### config.mk
export PLATFORM = sky130hd
export DESIGN_NAME = macplus_sdram_ctrl
export DESIGN_NICKNAME = d
export VERILOG_FILES = /design/src/rtl/macplus_sdram_pkg.sv /design/src/rtl/macplus_sdram_ctrl.sv
export SDC_FILE = /design/constraint.sdc
export NUM_CORES = 1
export LEC_CHECK = 0
export CAP_MARGIN = 15
export CORE_MARGIN = 10
export CORE_UTILIZATION = 44
export CTS_CLUSTER_SIZE = 12
export DETAILED_ROUTE_END_ITERATION = 16
export PLACE_DENSITY = 0.74
export SETUP_SLACK_MARGIN = 0.15
export SLEW_MARGIN = 10
export SYNTH_ARGS = -nofsm -noshare
export SYNTH_HDL_FRONTEND = slang
export SYNTH_SLANG_ARGS = --single-unit
### constraint.sdc
create_clock -name clk -period 5.3 [get_ports clk]
set_input_delay 0.53 -clock clk [delete_from_list [all_inputs] [get_ports clk]]
set_output_delay 0.53 -clock clk [all_outputs]
set_load 0.05 [all_outputs]
### src/rtl/macplus_sdram_pkg.sv
`default_nettype none
// ============================================================================
// Module      : macplus_sdram_pkg
// Description : SDRAM command encodings, controller states and mode-register
//               fields shared by the Mac Plus SDRAM responder.
// Revision    : 1.0 - initial release
// ============================================================================
package macplus_sdram_pkg;

    // Commands as {cs_n, ras_n, cas_n, we_n}
    localparam logic [3:0] CMD_NOP       = 4'b0111;
    localparam logic [3:0] CMD_ACTIVE    = 4'b0011;
    localparam logic [3:0] CMD_READ      = 4'b0101;
    localparam logic [3:0] CMD_WRITE     = 4'b0100;
    localparam logic [3:0] CMD_PRECHARGE = 4'b0010;
    localparam logic [3:0] CMD_REFRESH   = 4'b0001;
    localparam logic [3:0] CMD_MRS       = 4'b0000;

    localparam int WAIT_W = 14;

    typedef enum logic [3:0] {
        S_INIT_WAIT = 4'd0,
        S_INIT_PRE  = 4'd1,
        S_INIT_REF1 = 4'd2,
        S_INIT_REF2 = 4'd3,
        S_INIT_MRS  = 4'd4,
        S_IDLE      = 4'd5,
        S_ACT       = 4'd6,
        S_RD        = 4'd7,
        S_WR        = 4'd8,
        S_CASW      = 4'd9,
        S_RFSH      = 4'd10,
        S_TAIL      = 4'd11
    } state_t;

    // Mode register fields
    localparam logic [2:0] MRS_RESERVED  = 3'b000;
    localparam logic       MRS_WB_SINGLE = 1'b1;
    localparam logic [1:0] MRS_OPMODE    = 2'b00;
    localparam logic       MRS_BT_SEQ    = 1'b0;
    localparam logic [2:0] MRS_BL_1      = 3'b000;

    function automatic logic [12:0] mrs_word(input logic [2:0] cas);
        return {MRS_RESERVED, MRS_WB_SINGLE, MRS_OPMODE, cas, MRS_BT_SEQ, MRS_BL_1};
    endfunction

endpackage
`default_nettype wire

### src/rtl/macplus_sdram_ctrl.sv
`default_nettype none
// ============================================================================
// Module      : macplus_sdram_ctrl
// Description : Single-word SDRAM responder for the Mac Plus RAM bus. Runs
//               power-up init, then serves one read/write/refresh per strobe
//               using auto-precharge. All SDRAM pins are registered.
// Revision    : 1.0 - initial release
// ============================================================================
module macplus_sdram_ctrl
    import macplus_sdram_pkg::*;
#(
    parameter int INIT_WAIT = 10000,
    parameter int T_RCD     = 2,
    parameter int CAS_LAT   = 2,
    parameter int T_RP      = 2,
    parameter int T_RFC     = 7
) (
    input  logic        clk,
    input  logic        _reset,
    input  logic        cycleStart,
    input  logic [20:0] ramAddr,
    input  logic        _ramOE,
    input  logic        _ramWE,
    input  logic        _memoryUDS,
    input  logic        _memoryLDS,
    input  logic        refresh,
    input  logic [15:0] dataIn,
    output logic [15:0] dataOut,
    output logic        dataValid,
    output logic        busy,
    output logic        initDone,
    output logic        overrun,
    output logic        sd_cke,
    output logic        sd_cs_n,
    output logic        sd_ras_n,
    output logic        sd_cas_n,
    output logic        sd_we_n,
    output logic [1:0]  sd_ba,
    output logic [12:0] sd_addr,
    output logic [1:0]  sd_dqm,
    output logic [15:0] sd_dq_out,
    output logic        sd_dq_oe,
    input  logic [15:0] sd_dq_in
);

    // Counter reload values: a state loaded with N lasts N+1 clocks
    localparam logic [WAIT_W-1:0] LD_INIT = WAIT_W'(INIT_WAIT - 1);
    localparam logic [WAIT_W-1:0] LD_RP   = WAIT_W'(T_RP - 1);
    localparam logic [WAIT_W-1:0] LD_RFC  = WAIT_W'(T_RFC - 1);
    localparam logic [WAIT_W-1:0] LD_RCD  = WAIT_W'(T_RCD - 1);
    localparam logic [WAIT_W-1:0] LD_CASW = WAIT_W'(CAS_LAT - 1);
    localparam logic [WAIT_W-1:0] LD_MRS  = WAIT_W'(1);

    state_t            state, state_nx;
    logic [WAIT_W-1:0] cnt, cnt_nx;
    logic              cnt_zero;
    logic [WAIT_W-1:0] cnt_dec;
    logic [3:0]        cmd_nx;
    logic [12:0]       addr_nx;
    logic [1:0]        dqm_nx;
    logic              dq_oe_nx;
    logic [15:0]       dq_out_nx;
    logic [7:0]        col_q, col_nx;
    logic [15:0]       wdata_q, wdata_nx;
    logic [1:0]        be_q, be_nx;
    logic              is_write, is_write_nx;
    logic [15:0]       dout_nx;
    logic              dvalid_nx;
    logic              init_done_nx;
    logic              overrun_nx;

    assign cnt_zero = (cnt == '0);
    assign cnt_dec  = cnt - WAIT_W'(1);
    assign busy     = (state != S_IDLE);

    // Next-state, next-command and latch decode
    always_comb begin
        state_nx     = state;
        cnt_nx       = cnt;
        cmd_nx       = CMD_NOP;
        addr_nx      = '0;
        dqm_nx       = 2'b11;
        dq_oe_nx     = 1'b0;
        dq_out_nx    = sd_dq_out;
        col_nx       = col_q;
        wdata_nx     = wdata_q;
        be_nx        = be_q;
        is_write_nx  = is_write;
        dout_nx      = dataOut;
        dvalid_nx    = 1'b0;
        init_done_nx = initDone;
        overrun_nx   = overrun | (cycleStart & (state != S_IDLE));

        case (state)
            S_INIT_WAIT: begin
                // cke is still low on the first clock out of reset: arm the wait
                if (!sd_cke) begin
                    cnt_nx = LD_INIT;
                end else if (cnt_zero) begin
                    state_nx    = S_INIT_PRE;
                    cmd_nx      = CMD_PRECHARGE;
                    addr_nx[10] = 1'b1;
                    cnt_nx      = LD_RP;
                end else begin
                    cnt_nx = cnt_dec;
                end
            end
            S_INIT_PRE: begin
                if (cnt_zero) begin
                    state_nx = S_INIT_REF1;
                    cmd_nx   = CMD_REFRESH;
                    cnt_nx   = LD_RFC;
                end else begin
                    cnt_nx = cnt_dec;
                end
            end
            S_INIT_REF1: begin
                if (cnt_zero) begin
                    state_nx = S_INIT_REF2;
                    cmd_nx   = CMD_REFRESH;
                    cnt_nx   = LD_RFC;
                end else begin
                    cnt_nx = cnt_dec;
                end
            end
            S_INIT_REF2: begin
                if (cnt_zero) begin
                    state_nx = S_INIT_MRS;
                    cmd_nx   = CMD_MRS;
                    addr_nx  = mrs_word(3'(CAS_LAT));
                    cnt_nx   = LD_MRS;
                end else begin
                    cnt_nx = cnt_dec;
                end
            end
            S_INIT_MRS: begin
                if (cnt_zero) begin
                    state_nx     = S_IDLE;
                    init_done_nx = 1'b1;
                end else begin
                    cnt_nx = cnt_dec;
                end
            end
            S_IDLE: begin
                if (cycleStart) begin
                    col_nx   = ramAddr[7:0];
                    wdata_nx = dataIn;
                    be_nx    = {_memoryUDS, _memoryLDS};
                    // Write beats read when both strobes are low
                    if (!_ramWE || !_ramOE) begin
                        is_write_nx = !_ramWE;
                        state_nx    = S_ACT;
                        cmd_nx      = CMD_ACTIVE;
                        addr_nx     = ramAddr[20:8];
                        cnt_nx      = LD_RCD;
                    end else if (refresh) begin
                        state_nx = S_RFSH;
                        cmd_nx   = CMD_REFRESH;
                        cnt_nx   = LD_RFC;
                    end
                end
            end
            S_ACT: begin
                if (cnt_zero) begin
                    addr_nx = {2'b00, 1'b1, 2'b00, col_q};
                    if (is_write) begin
                        state_nx  = S_WR;
                        cmd_nx    = CMD_WRITE;
                        dqm_nx    = be_q;
                        dq_oe_nx  = 1'b1;
                        dq_out_nx = wdata_q;
                    end else begin
                        state_nx = S_RD;
                        cmd_nx   = CMD_READ;
                        dqm_nx   = 2'b00;
                    end
                end else begin
                    cnt_nx = cnt_dec;
                end
            end
            S_RD, S_WR: begin
                state_nx = S_CASW;
                cnt_nx   = LD_CASW;
            end
            S_CASW: begin
                // Writes wait out the same time so every access has one length
                if (cnt_zero) begin
                    state_nx = S_TAIL;
                    if (!is_write) begin
                        dout_nx   = sd_dq_in;
                        dvalid_nx = 1'b1;
                    end
                end else begin
                    cnt_nx = cnt_dec;
                end
            end
            S_TAIL: begin
                state_nx = S_IDLE;
            end
            S_RFSH: begin
                if (cnt_zero) begin
                    state_nx = S_IDLE;
                end else begin
                    cnt_nx = cnt_dec;
                end
            end
            default: begin
                state_nx = S_INIT_WAIT;
                cnt_nx   = '0;
            end
        endcase
    end

    // State, counter, latched request and registered SDRAM pins
    always_ff @(posedge clk or negedge _reset) begin
        if (!_reset) begin
            state     <= S_INIT_WAIT;
            cnt       <= '0;
            sd_cke    <= 1'b0;
            {sd_cs_n, sd_ras_n, sd_cas_n, sd_we_n} <= CMD_NOP;
            sd_ba     <= 2'b00;
            sd_addr   <= '0;
            sd_dqm    <= 2'b11;
            sd_dq_oe  <= 1'b0;
            sd_dq_out <= '0;
            col_q     <= '0;
            wdata_q   <= '0;
            be_q      <= 2'b11;
            is_write  <= 1'b0;
            dataOut   <= '0;
            dataValid <= 1'b0;
            initDone  <= 1'b0;
            overrun   <= 1'b0;
        end else begin
            state     <= state_nx;
            cnt       <= cnt_nx;
            sd_cke    <= 1'b1;
            {sd_cs_n, sd_ras_n, sd_cas_n, sd_we_n} <= cmd_nx;
            sd_ba     <= 2'b00;
            sd_addr   <= addr_nx;
            sd_dqm    <= dqm_nx;
            sd_dq_oe  <= dq_oe_nx;
            sd_dq_out <= dq_out_nx;
            col_q     <= col_nx;
            wdata_q   <= wdata_nx;
            be_q      <= be_nx;
            is_write  <= is_write_nx;
            dataOut   <= dout_nx;
            dataValid <= dvalid_nx;
            initDone  <= init_done_nx;
            overrun   <= overrun_nx;
        end
    end

endmodule
`default_nettype wire
==> out/summary.txt <==
ROUTING
----------------------------------------------------------------------------------------------------
Initial detailed-routing violation count                                                         207
Number of search-and-repair iterations in the first detailed-routing pass                          5
Vias/cell                                                                                       5.59
Via Count                                                                                       3599
Routed Wire Length                                                                          11900 µm
Routed Antenna Nets                                                                                0
Number of DRC violations after detailed routing                                                    0
Drt wl/cell                                                                                  18.5 µm

FLOORPLANNING
----------------------------------------------------------------------------------------------------
Starting utilization of the core area                                                          0.455
Area inside the core boundary                                                             0.0104 mm²
Number of rows in the core area                                                                   37
Die extent in x                                                                               124 µm
Total die area                                                                            0.0153 mm²
Number of top-level design ports                                                                 120
Overall die height                                                                            124 µm

TIMING
----------------------------------------------------------------------------------------------------
Unrepaired setup endpoints after global routing                                                false
Slack of the critical path                                                                   2.13 ns
Maximum clock frequency                                                                    0.316 GHz
Total Neg Setup Slack                                                                           0 ns
Setup Skew                                                                                 0.0125 ns
Share of the clock period used by the worst path                                               0.597
Tightest Pin Transition                                                                      1.14 ns
Slew headroom                                                                                  0.242
Max-slew violations                                                                                0
Final count of hold timing violations                                                              0
Post-layout minimum cycle time                                                               3.17 ns
Number of failing setup endpoints in the final timing report                                       0

SYNTHESIS
----------------------------------------------------------------------------------------------------
Post-synthesis instance area                                                             0.00472 mm²
Share of the yosys chip area belonging to registers                                            0.532
Most used flip-flop cell after synthesis                                                     dfrtp_1
Synth area leader                                                                            dfrtp_1
Synthesized netlist cell count                                                                   399
Flip-flop and latch count after synthesis                                                        100
Yosys warnings                                                                                     0
Post-synth EDFFs                                                                                   0
Post-synth top area share                                                                      0.493
Yosys cell types                                                                                  60
Average cell area after synthesis                                                           11.8 µm²
Async SR Flop Fraction                                                                          1.00
Largest cells by area after synthesis                                                   dfrtp_1, mux2_2, dfstp_2, mux2_4, nand2_1

GLOBAL ROUTING
----------------------------------------------------------------------------------------------------
Antenna violations before repair                                                                   0
Wire length of the first global-routing pass                                                19600 µm
Total gr overflow                                                                                  0
Pin count of the biggest net entering global routing                                              65
Number of global-route vias before repair                                                       3738
Global Route Usage Sum                                                                         0.163

SETUP PATH
----------------------------------------------------------------------------------------------------
Worst path max stage delay                                                                   0.81 ns
Type of the setup path with the least slack                                                  reg2out
Worst setup slack for register-to-register paths                                             2.29 ns
Endpoint class of the critical path                                                     primary output
Critical path launch point type                                                             register
Buf+Inv Stages, Crit Path                                                                          1
Worst Path Required                                                                          4.77 ns
Crit-path leading delay family                                                            flip-flops
Cell with the largest stage delay on the worst path                                          dfrtp_1
CP cell instances                                                                       nor2b_1 -> nand2_1 -> clkdlybuf4s50_1
Crit path max fanout                                                                              25
Instance count on the critical path                                                                3
Path depth of the worst reg2reg path                                                               4
Arrival time of data at the critical path endpoint                                           2.64 ns

CTS
----------------------------------------------------------------------------------------------------
Setup fix buffers added after clock tree synthesis                                                 0
Clock-pin slew reported for the worst setup and hold paths after clock tree synthesis        0.10 ns
Clock network latency to the later pin of the worst-skew pair                                0.37 ns
CTS tree                                                                                        done
Hold-fix buffers, CTS                                                                              0
Root buf cell                                                                               clkbuf_8
Number of clock buffers inserted by TritonCTS                                                      9
Worst-case clock buffer depth                                                                      2
Resized cells post-CTS                                                                             0
CTS Sinks                                                                                        100
H-tree levels                                                                                      3

PLACE
----------------------------------------------------------------------------------------------------
Placed standard-cell area                                                                0.00592 mm²
Routability congestion estimate                                                                0.909
HPWL after detailed placement                                                                8750 µm
Port Buffers                                                                                     116
Setup slack at placement                                                                     2.35 ns

FINAL LAYOUT
----------------------------------------------------------------------------------------------------
Area of all placed cells without fillers                                                 0.00609 mm²
Commonest non-fill, non-tap cell in the layout                                          clkdlybuf4s50_1
Ant. Diodes                                                                                        0
Post-layout nets                                                                                 566
Fraction of final layout cells sized beyond drive strength 1                                   0.193
Commonest cells after routing, fill and taps aside                                      clkdlybuf4s50_1, dfrtp_1, mux2_2, nand2_1, nand3_1
Area added between synthesis and finish                                                        29.0%
Filler cell count                                                                                877

JOB
----------------------------------------------------------------------------------------------------
Max Cap Violations                                                                                 0

PWR
----------------------------------------------------------------------------------------------------
Pwr per Cell Area                                                                         221 mW/mm²
Leak                                                                                         2.74 nW
Total chip power                                                                             1.35 mW
Peak supply drop                                                                          0.000167 V

HOLD PATH
----------------------------------------------------------------------------------------------------
Path class of the lowest-slack min-delay path                                               in2async

RUN STATUS
----------------------------------------------------------------------------------------------------
Result of the run                                                                       finished, final reports clean

[power by group]
group	leakage [nW]	internal, mW	switching [mW]	total [mW]
sequential	1.29	0.771	0.00665	0.778
combinational	1.36	0.0629	0.0654	0.128
clock	0.0905	0.184	0.257	0.440
[Yosys cell counts, types with 5 or more instances]
cell type	count
dfstp_2	7
nand3_1	17
clkbuf_1	11
o21ai_0	13
mux2_2	49
dfrtp_1	93
buf_2	5
nor3_1	5
mux2_4	9
a21oi_1	14
a221o_1	5
and2_1	7
nand2b_1	7
nor2_1	16
o31ai_1	10
a22o_1	9
nand2_1	27
nand4_1	8
inv_1	8
a31oi_1	6
[metal layers]
metal / global-route usage / vias up / wire, µm
li1: - / 1674 / -
met1: 0.194 / 1760 / 4730
met2: 0.258 / 150 / 5660
met3: 0.0779 / 15 / 1350
met4: 0.0495 / 0 / 176
met5: 0 / - / 0
[final timing paths]
path | to | startpoint
max in group asynchronous | sd_dq_out[15] | _reset
min reg2reg | sd_dqm[0] | be_q[0]
max reg2reg | dataOut[10] | cnt[2]
max | busy | state[2]
min | wdata_q[9] | _reset
min in group clk | sd_dqm[0] | be_q[0]
[final cells by class]
| type | instances | area (µm²) | share of cell area |
|---|---|---|---|
| Clock buffer | 12 | 145 | 0.0238 |
| Clock inverter | 4 | 23.8 | 0.00391 |
| Inverter | 8 | 30.0 | 0.00493 |
| Multi-Input combinational cell | 266 | 2030 | 0.334 |
| Sequential cell | 100 | 2510 | 0.413 |
| Tap cell | 136 | 170 | 0.0280 |
| Timing Repair Buffer | 118 | 1170 | 0.193 |
[through the flow]
| step | hold slack [ns] | cells | util |
|---|---|---|---|
| floorplan | 0.234 | 401 | - |
| global placement | 0.446 | 628 | 0.571 |
| detailed placement | 0.450 | 628 | 0.571 |
| CTS | 0.123 | 644 | 0.587 |
| global route | 0.137 | 644 | 0.587 |
| finish | 0.113 | 644 | 0.587 |
[cell families after synthesis]
family,after synthesis,synth area share
compound gates,85,0.134
xor+xnor,1,0.00186
fa+ha+maj,2,0.00530
buf+inv,35,0.0387
flops,100,0.532
mux,58,0.146
other cells,2,0.00159
simple gates,116,0.141
[sequential cells by signal (all words and copies together), names as in the netlist, 2 cells and up]
signal / cells
col_q: 8
sd_dqm: 2
state: 4
wdata_q: 16
be_q: 2
sd_addr: 13
cnt: 14
dataOut: 16
sd_dq_out: 16
Note: power is estimated with default switching activity, not from simulation.
